**src/rtl/fatmeshy_pkg.sv**
```systemverilog
// Shared link-level types and constants for the fatmeshy mesh.
package fatmeshy_pkg;

    localparam int unsigned LINK_WORD_SIZE = 32;
    localparam int unsigned CREDIT_WIDTH   = 8;
    localparam int unsigned STAT_WIDTH     = 32;

    typedef logic [CREDIT_WIDTH-1:0] credit_t;
    typedef logic [STAT_WIDTH-1:0]   stat_t;

    localparam credit_t CREDIT_MAX = '1;
    localparam credit_t CREDIT_ONE = credit_t'(1);
    localparam stat_t   STAT_ONE   = stat_t'(1);

    // Kind of word currently held in a link tx slot.
    typedef enum logic {
        TX_DATA   = 1'b0,
        TX_CREDIT = 1'b1
    } link_tx_kind;

endpackage

```
**src/rtl/credit_return_accumulator.sv**
```systemverilog
// Counts locally freed receive slots not yet returned to the neighbour and
// decides when a credit-return word is due (threshold reached or the oldest
// unreturned credit has waited FLUSH_TIMEOUT cycles).
module credit_return_accumulator
    import fatmeshy_pkg::*;
#(
    parameter int unsigned CREDIT_THRESHOLD = 4,
    parameter int unsigned FLUSH_TIMEOUT    = 64
) (
    input  logic    clk,
    input  logic    rst,
    input  logic    rx_consumed,
    input  logic    credit_grant,
    output credit_t pending,
    output logic    credit_due
);

    localparam int unsigned TW = (FLUSH_TIMEOUT < 1) ? 1 : $clog2(FLUSH_TIMEOUT + 1);
    localparam logic [TW-1:0] TIMER_LIMIT = TW'(FLUSH_TIMEOUT);
    localparam logic [TW-1:0] TIMER_ONE   = TW'(1);
    localparam credit_t       THRESHOLD   = credit_t'(CREDIT_THRESHOLD);

    credit_t       pending_q, pending_d;
    logic [TW-1:0] timer_q, timer_d;

    // Next pending count and flush timer; a grant returns the whole snapshot.
    always_comb begin
        pending_d = pending_q;
        if (credit_grant) begin
            pending_d = rx_consumed ? CREDIT_ONE : '0;
        end else if (rx_consumed && (pending_q != CREDIT_MAX)) begin
            pending_d = pending_q + CREDIT_ONE;
        end
        timer_d = '0;
        if ((pending_q != '0) && !credit_grant) begin
            timer_d = (timer_q >= TIMER_LIMIT) ? timer_q : timer_q + TIMER_ONE;
        end
    end

    // Pending count and flush timer state.
    always_ff @(posedge clk or posedge rst) begin
        if (rst) begin
            pending_q <= '0;
            timer_q   <= '0;
        end else begin
            pending_q <= pending_d;
            timer_q   <= timer_d;
        end
    end

    assign pending    = pending_q;
    assign credit_due = (pending_q >= THRESHOLD) ||
                        ((pending_q != '0) && (timer_q >= TIMER_LIMIT));

endmodule

```
**src/rtl/link_tx_scheduler.sv**
```systemverilog
// Per-link transmit scheduler: shares one tx link between ARQ data words and
// local credit-return words, and enforces far-end credit flow control.
// Define LINK_TX_SCHEDULER_STATS_EN to add data/credit/stall statistics counters.
module link_tx_scheduler
    import fatmeshy_pkg::*;
#(
    parameter int unsigned WORD_WIDTH       = LINK_WORD_SIZE,
    parameter int unsigned INIT_CREDITS     = 16,
    parameter int unsigned CREDIT_THRESHOLD = 4,
    parameter int unsigned FLUSH_TIMEOUT    = 64,
    parameter int unsigned MAX_DEFER        = 8
) (
    input  logic                  clk,
    input  logic                  rst,
    input  logic                  data_valid,
    input  logic [WORD_WIDTH-1:0] data_word,
    input  logic                  data_prio,
    output logic                  data_accept,
    input  logic                  credit_rx_valid,
    input  credit_t               credit_rx_value,
    input  logic                  rx_consumed,
    output logic                  tx_valid,
    output logic [WORD_WIDTH-1:0] tx_data,
    output logic                  tx_is_credit,
    input  logic                  tx_ready,
    output credit_t               credits_available,
    output credit_t               pending_return
`ifdef LINK_TX_SCHEDULER_STATS_EN
    ,
    output stat_t                 stat_data_words,
    output stat_t                 stat_credit_words,
    output stat_t                 stat_stall_cycles
`endif
);

    localparam int unsigned DW = (MAX_DEFER < 1) ? 1 : $clog2(MAX_DEFER + 1);
    localparam logic [DW-1:0] DEFER_LIMIT = DW'(MAX_DEFER);
    localparam logic [DW-1:0] DEFER_ONE   = DW'(1);
    localparam credit_t       INIT_CRED   = credit_t'(INIT_CREDITS);

    logic                  tx_valid_q, tx_valid_d;
    logic [WORD_WIDTH-1:0] tx_data_q, tx_data_d;
    link_tx_kind           tx_kind_q, tx_kind_d;
    credit_t               credits_q, credits_d;
    logic [DW-1:0]         defer_q, defer_d;
    logic [CREDIT_WIDTH:0] credit_sum;

    logic    slot_free, credits_ok, credit_due, force_credit, prio_ready;
    logic    grant_credit, grant_data;
    credit_t pending;

    credit_return_accumulator #(
        .CREDIT_THRESHOLD (CREDIT_THRESHOLD),
        .FLUSH_TIMEOUT    (FLUSH_TIMEOUT)
    ) u_accum (
        .clk          (clk),
        .rst          (rst),
        .rx_consumed  (rx_consumed),
        .credit_grant (grant_credit),
        .pending      (pending),
        .credit_due   (credit_due)
    );

    assign slot_free    = !tx_valid_q || tx_ready;
    assign credits_ok   = (credits_q != '0);
    assign force_credit = (defer_q >= DEFER_LIMIT);
    assign prio_ready   = data_valid && data_prio && credits_ok;
    // Forced credit beats prio data; a merely due credit only beats normal data.
    assign grant_credit = slot_free && credit_due && (force_credit || !prio_ready);
    assign grant_data   = slot_free && !grant_credit && data_valid && credits_ok;
    assign data_accept  = grant_data && !rst;

    // Next slot, credit counter and defer counter.
    always_comb begin
        tx_valid_d = tx_valid_q;
        tx_data_d  = tx_data_q;
        tx_kind_d  = tx_kind_q;
        if (slot_free) begin
            tx_valid_d = grant_credit || grant_data;
            if (grant_credit) begin
                tx_data_d = WORD_WIDTH'(pending);
                tx_kind_d = TX_CREDIT;
            end else if (grant_data) begin
                tx_data_d = data_word;
                tx_kind_d = TX_DATA;
            end
        end

        credit_sum = {1'b0, credits_q}
                   + {1'b0, (credit_rx_valid ? credit_rx_value : credit_t'(0))}
                   - {{CREDIT_WIDTH{1'b0}}, data_accept};
        if (credit_sum > {1'b0, CREDIT_MAX}) begin
            credits_d = CREDIT_MAX;
        end else begin
            credits_d = credit_sum[CREDIT_WIDTH-1:0];
        end

        defer_d = defer_q;
        if (grant_credit) begin
            defer_d = '0;
        end else if (credit_due && (defer_q != '1)) begin
            defer_d = defer_q + DEFER_ONE;
        end
    end

    // Output slot, far-end credits and defer counter state.
    always_ff @(posedge clk or posedge rst) begin
        if (rst) begin
            tx_valid_q <= 1'b0;
            tx_data_q  <= '0;
            tx_kind_q  <= TX_DATA;
            credits_q  <= INIT_CRED;
            defer_q    <= '0;
        end else begin
            tx_valid_q <= tx_valid_d;
            tx_data_q  <= tx_data_d;
            tx_kind_q  <= tx_kind_d;
            credits_q  <= credits_d;
            defer_q    <= defer_d;
        end
    end

    assign tx_valid          = tx_valid_q;
    assign tx_data           = tx_data_q;
    assign tx_is_credit      = (tx_kind_q == TX_CREDIT);
    assign credits_available = credits_q;
    assign pending_return    = pending;

`ifdef LINK_TX_SCHEDULER_STATS_EN
    stat_t stat_data_q, stat_credit_q, stat_stall_q;

    // Wrapping statistics counters; words count on the link handshake.
    always_ff @(posedge clk or posedge rst) begin
        if (rst) begin
            stat_data_q   <= '0;
            stat_credit_q <= '0;
            stat_stall_q  <= '0;
        end else begin
            if (tx_valid_q && tx_ready && (tx_kind_q == TX_DATA)) begin
                stat_data_q <= stat_data_q + STAT_ONE;
            end
            if (tx_valid_q && tx_ready && (tx_kind_q == TX_CREDIT)) begin
                stat_credit_q <= stat_credit_q + STAT_ONE;
            end
            if (data_valid && !credits_ok) begin
                stat_stall_q <= stat_stall_q + STAT_ONE;
            end
        end
    end

    assign stat_data_words   = stat_data_q;
    assign stat_credit_words = stat_credit_q;
    assign stat_stall_cycles = stat_stall_q;
`endif

endmodule

```
**config.mk**
```make
export PLATFORM = sky130hd
export DESIGN_NAME = link_tx_scheduler
export DESIGN_NICKNAME = d
export VERILOG_FILES = /design/src/rtl/fatmeshy_pkg.sv /design/src/rtl/credit_return_accumulator.sv /design/src/rtl/link_tx_scheduler.sv
export SDC_FILE = /design/constraint.sdc
export NUM_CORES = 1
export LEC_CHECK = 0
export ABC_AREA = 1
export CORE_MARGIN = 5
export CORE_UTILIZATION = 52
export DETAILED_ROUTE_END_ITERATION = 8
export GPL_TIMING_DRIVEN = 0
export HOLD_SLACK_MARGIN = 0.15
export PLACE_DENSITY_LB_ADDON = 0.2
export SETUP_SLACK_MARGIN = 0.15
export SLEW_MARGIN = 10
export SYNTH_ARGS = -nofsm -noshare
export SYNTH_HDL_FRONTEND = slang
export SYNTH_SLANG_ARGS = --single-unit
export TNS_END_PERCENT = 50
```
**constraint.sdc**
```tcl
create_clock -name clk -period 4.48 [get_ports clk]
set_input_delay 0.896 -clock clk [delete_from_list [all_inputs] [get_ports clk]]
set_output_delay 0.896 -clock clk [all_outputs]
set_load 0.01 [all_outputs]
```
; After elaboration in Yosys (flattened, before gate mapping)
; Index checks and enable logic that the tools add are counted.
[totals]
reg_bits = 61
latch_bits = 0
ramBits = 0
rom_bits = 0
in_bits = 47
output_inout_bits = 51
word_cells = 58
memories = 0
[classes]
addsub = 5
mul = 0
div = 0
n_lt_le_gt_ge = 4
n_eq_ne = 3
n_shift = 0
n_mux = 13
bitwise_logic = 0
reduce_logical = 26
[op_table]
columns = op, count
row1 = 32-bit two-way mux, 2
row2 = 8-bit two-way mux, 4
row3 = 8-bit nonzero test, 2
row4 = 7-bit two-way mux, 2
row5 = 1-bit logical AND, 12
row6 = 8-bit by 8-bit adder with 9-bit output, 1
row7 = 9-bit by 8-bit > comparator with 1-bit output (second input constant), 1
row8 = 9-bit by 1-bit subtractor with 9-bit output, 1
row9 = 8-bit by 1-bit adder with 8-bit output (second input constant), 1
row10 = 8-bit by 3-bit greater-or-equal comparator with 1-bit output (second input constant), 1
row11 = 4-bit two-way mux, 2
row12 = 8-bit != test (second input constant), 1
row13 = 7-bit by 1-bit adder with 7-bit output (second input constant), 1
row14 = 7-bit greater-or-equal comparator (second input constant), 1
row15 = 2-bit nonzero test, 3
row16 = 4-bit by 1-bit adder with 4-bit output (second input constant), 1
row17 = 4-bit greater-or-equal comparator (second input constant), 1
row18 = 1-bit logical NOT, 4
row19 = 1-bit logical OR, 4
row20 = 4-bit != test (second input constant), 1
row21 = 1-bit two-way mux, 3
row22 = 2-bit != test (second input constant), 1
row23 = 2-bit AND reduction, 1

; Logic depth before layout (Yosys ltp)
[logic_depth]
word_depth = 13
mapped_depth = 18
ltp_nobuf = 18

; Cells and area by module
; A second synthesis with hierarchy kept.
[hier_totals]
hier_cells = 456
hier_area_um2 = 3629.7
[modules_own_cells]
columns = module, instances, cells_per_inst, area_per_inst_um2, seq_area_each_um2
row1 = link_tx_scheduler, 1, 330, 2713.9, 1152.4
row2 = credit_return_accumulator, 1, 126, 915.9, 375.4

; Worst setup path before layout
; OpenSTA, ideal clock, no wires.
[synth_path]
path_type = input -> register
from = in tx_ready
to = reg credits_q[7] (netlist: credits_available[7])
setup_time_ns = 0.136
t_arrival_ns = 3.452
required_time_ns = 4.344
slack_ns = 0.892
stages = 15
path_buffers = 0
cell_sequence = nor2_4 > inv_2 > nand2_2 > nor2_4 > nor4_1 > ha_1 > inv_1 > ha_1 > fa_1 > nand3_1 > nand3_1 > nand2_1 > nand3_1 > xor2_1 > nand2_1
[synth_via]
elab_chain_len = 11
[synth_lines]
columns = item, line
row1 = start: declaration, link_tx_scheduler.sv:25  ; input logic tx_ready,
row2 = 1-bit logical OR *, link_tx_scheduler.sv:64  ; assign slot_free = !tx_valid_q || tx_ready;
row3 = 1-bit logical AND (2 in a row), link_tx_scheduler.sv:69  ; assign grant_credit = slot_free && credit_due && (force_credit || !prio_ready);
row4 = 1-bit logical NOT, link_tx_scheduler.sv:70  ; assign grant_data = slot_free && !grant_credit && data_valid && credits_ok;
row5 = 1-bit logical AND * (3 in a row), link_tx_scheduler.sv:70
row6 = 1-bit logical AND *, link_tx_scheduler.sv:71  ; assign data_accept = grant_data && !rst;
row7 = net data_accept, link_tx_scheduler.sv:18  ; output logic data_accept,
row8 = 9-bit by 1-bit subtractor with 9-bit output *, link_tx_scheduler.sv:91  ; - {{CREDIT_WIDTH{1'b0}}, data_accept};
row9 = 9-bit by 8-bit > comparator with 1-bit output, link_tx_scheduler.sv:92  ; if (credit_sum > {1'b0, CREDIT_MAX}) begin
row10 = 8-bit two-way mux *, link_tx_scheduler.sv:92
row11 = net credits_d[7], link_tx_scheduler.sv:44  ; credit_t credits_q, credits_d;
row12 = end signal: assignment, link_tx_scheduler.sv:118  ; credits_q <= credits_d;
row13 = end: declaration, link_tx_scheduler.sv:44
; The timed path passes the listed nets; every way through them passes the cells marked *.
; A chain may end at the register's enable or synchronous reset.

; Worst setup path in the final report
[layout_path]
from = in tx_ready
to = out data_accept
[layout_via]
elab_chain_len = 8
[layout_lines]
columns = item, line
row1 = 1-bit logical OR *, link_tx_scheduler.sv:64
row2 = 1-bit logical AND (2 in a row), link_tx_scheduler.sv:69
row3 = 1-bit logical NOT, link_tx_scheduler.sv:70
row4 = 1-bit logical AND * (3 in a row), link_tx_scheduler.sv:70
row5 = 1-bit logical AND *, link_tx_scheduler.sv:71
row6 = end: declaration, link_tx_scheduler.sv:18
; Mark *: on every way between the ends. The rest lies on a longest branch, timed or not.

==> Implementation_results.wiki <==
{| class="wikitable"
! Metric !! Value
|-
| Run status || finished, final reports clean
|-
| Count of hold buffers inserted by post-cts repair || 0
|-
| Pwr per Cell Area || 608 mW/mm²
|-
| Area growth from synthesis to layout || 35.7%
|-
| Overall routing resource usage || 21.5%
|-
| Starting utilization of the core area || 53.1%
|-
| Static leakage || 2.39 nW
|-
| Number of antenna violations at the first check in global routing || 0
|-
| Die outline width || 93.1 µm
|-
| Ratio of final minimum period to clock period || 91.1%
|-
| DPL Wire Length || 6.73 mm
|-
| Biggest cell delay along the critical path || 670 ps
|-
| Worst Hold Margin || 532 ps
|-
| Relative slew margins || 50.3%
|-
| Library cell used as clock root buffer || clkbuf_8
|-
| Final design utilization || 72.1%
|-
| Placed cell area || 0.00465 mm²
|-
| Maximum number of buffers from clock root to sink || 2
|-
| Distinct cell type count of the synthesized netlist || 33
|-
| Share of synthesized area occupied by flip-flops and latches || 42.6%
|-
| Total placed cells including tap cells || 615
|-
| Crit-path max FO || 10
|-
| Netlist area before placement || 0.00359 mm²
|-
| Die ar. || 0.00866 mm²
|-
| Worst ir drop on vdd || 0.000350 V
|-
| Number of nets in the finished design || 616
|-
| Aggregate routed wire length || 8.94 mm
|-
| Final-layout fill cell count || 538
|-
| Number of buffers created by CTS || 9
|-
| Finished Cell Area || 0.00487 mm²
|-
| Average cell area after synthesis || 8.17 µm²
|-
| Layout cells sized above 1 || 7.80%
|-
| Detailed-route DRC error count || 0
|-
| Type of destination of the critical path || primary output
|-
| Final cell count without fillers || 631
|-
| Area inside the core boundary || 0.00676 mm²
|-
| Number of global-route vias before repair || 3284
|-
| Post-DRT Antenna Nets || 0
|-
| Ports || 98
|-
| Mean number of vias per cell || 5.35
|-
| Final Hold Vio Count || 0
|-
| Overflow after GRT || 0
|-
| First drt pass iteration count || 5
|-
| Die extent in y || 93.1 µm
|-
| Setup Crit Path Kind || in2out
|-
| Pin count of the biggest net entering global routing || 62
|-
| Post-synthesis sequential element count || 61
|-
| Post-route total power || 2.96 mW
|-
| Max-cap viol count || 0
|-
| Number of levels in the clock H-tree || 3
|-
| TritonCTS clock tree || done
|-
| Reg area || 0.00153 mm²
|-
| Sum Neg Setup Slack || 0 ps
|-
| Unrepaired setup endpoints after global routing || false
|-
| Fmax achieved || 245 MHz
|-
| Total clock sinks || 61
|-
| Vias || 3379
|-
| Post-Route Skew || 13.7 ps
|-
| Setup violations, final || 0
|-
| Worst slew pin tran || 745 ps
|-
| Startpoint type of the worst setup path || input pin
|-
| Gate count of the mapped netlist || 439
|-
| Diode count || 0
|-
| Wire length of the first global-routing pass || 14.8 mm
|-
| Worst path cell trace || clkdlybuf4s50_1 > nor2_4 > inv_2 > nand2_2 > nor2_4 > nor4_1 > clkdlybuf4s50_1
|-
| Placer Congestion || 0.878
|-
| Pins Over Slew Limit || 0
|-
| Post-Syn Nets || 509
|-
| Clock latency on the worst-skew pair || 350 ps
|-
| PnR worst setup slack || 399 ps
|-
| Post-Place Setup Slack || -19.3 ps
|-
| Clock slew at the register clock pins of the worst setup and hold paths || 60 ps
|-
| Multi-input gate area || 0.00178 mm²
|-
| Critical path data arrival time || 3190 ps
|-
| Classification of the worst-slack hold path || reg2reg
|-
| Minimum period implied by the final worst setup slack || 4080 ps
|-
| Standard-cell row count || 30
|-
| Library cell contributing the largest single delay on the critical path || clkdlybuf4s50_1
|-
| Req. time, crit path || 3580 ps
|-
| Routed length per instance || 14.2 µm
|-
| Number of input and output port buffers inserted || 96
|-
| Synthesis warning total || 0
|-
| Number of DRC violations after detailed-routing iteration 0 || 139
|}
logic make-up after synthesis:
logic type	count (synthesis)	share of synthesized area [%]
simple gates	219	27.3
buf+inv	70	8.05
flops	61	42.6
compound gates	52	10.5
fa+ha+maj	23	8.23
xor+xnor	14	3.42
timing repair:
action	in CTS	in global routing
setup endpoints to repair	0	8
resized for setup	0	1
setup buffers	0	0
layout make-up:
| type | count | area share (%) |
|---|---|---|
| buffer | 16 | 1.77 |
| timing repair buffer | 96 | 19.7 |
| tap | 80 | 2.06 |
| sequential | 61 | 31.4 |
| multi-input combinational | 308 | 36.5 |
| clock buffer | 11 | 3.11 |
| clock inverter | 5 | 1.21 |
| inverter | 54 | 4.21 |
synthesized netlist by cell type (all sizes together):
cell type    n  share of area [%]
nand2      115                 12
o22ai        1               0.17
nand3b       1               0.21
buf          9                1.7
a21oi       11                1.5
o211ai      32                6.7
fa           1               0.56
xnor2        5                1.2
o21bai       2               0.42
inv         54                5.6
nor4         1               0.17
nand4        5                1.0
nor2        37                5.0
xor2         9                2.2
dfrtp       60                 42
ha          22                7.7
clkbuf       7               0.73
nor3         1               0.14
nand3       59                8.6
a21boi       1               0.21
dfstp        1               0.73
o21ai        5                1.4
flip-flops by register name, summed over array words and instances, names as in the netlist:
name and flops:
u_accum.pending 8, defer_q 4, tx_is_credit 1, u_accum.timer_q 7, tx_data 32, tx_valid 1, credits_available 8
metal layers:
metal | track usage, % | vias to the layer above | part of all wire (%)
li1 | - | 1657 | -
met1 | 25.5 | 1614 | 41
met2 | 36.9 | 89 | 50
met3 | 5.31 | 19 | 5.6
met4 | 9.65 | 0 | 2.8
met5 | 0 | - | 0
where the power goes:
part           switching, mW  leakage [nW]  internal [mW]
logic                  0.821          1.52          0.716
registers              0.156         0.764          0.759
clock network          0.225         0.102          0.287
total                   1.20          2.39           1.76
path summary, 6_finish.rpt:
kind                                                start                              to  slack [ps]  depth (start not counted)
min                               tx_data[30]$_DFFE_PP0P_         tx_data[30]$_DFFE_PP0P_         530                          2
min in group asynchronous                             rst         tx_data[16]$_DFFE_PP0P_        1060                          2
min reg2reg                       tx_data[30]$_DFFE_PP0P_         tx_data[30]$_DFFE_PP0P_         530                          2
max reg2reg                u_accum.pending[0]$_DFFE_PP0P_  credits_available[2]$_DFF_PP0_         800                         18
max in group asynchronous                             rst  u_accum.pending[1]$_DFFE_PP0P_        2930                          2
max                                              tx_ready                     data_accept         400                          7
worst max-delay path: cells and delay by family:
kind | cells | cell delay [ps]
buf+inv | 3 | 1230
simple gates | 4 | 1060
cell usage in the layout, fill, tap and decap left out, types with 7 or more instances in the layout:
cell | Yosys | routed
nand3_1 | 58 | 58
nand2_1 | 113 | 113
ha_1 | 22 | 22
o211ai_1 | 32 | 32
xor2_1 | 9 | 8
inv_1 | 52 | 51
a21oi_1 | 11 | 11
dfrtp_1 | 60 | 60
clkbuf_1 | 7 | 7
clkbuf_8 | 0 | 11
nor2_1 | 31 | 31
clkdlybuf4s50_1 | 0 | 96
(Power assumes the default switching activity.)
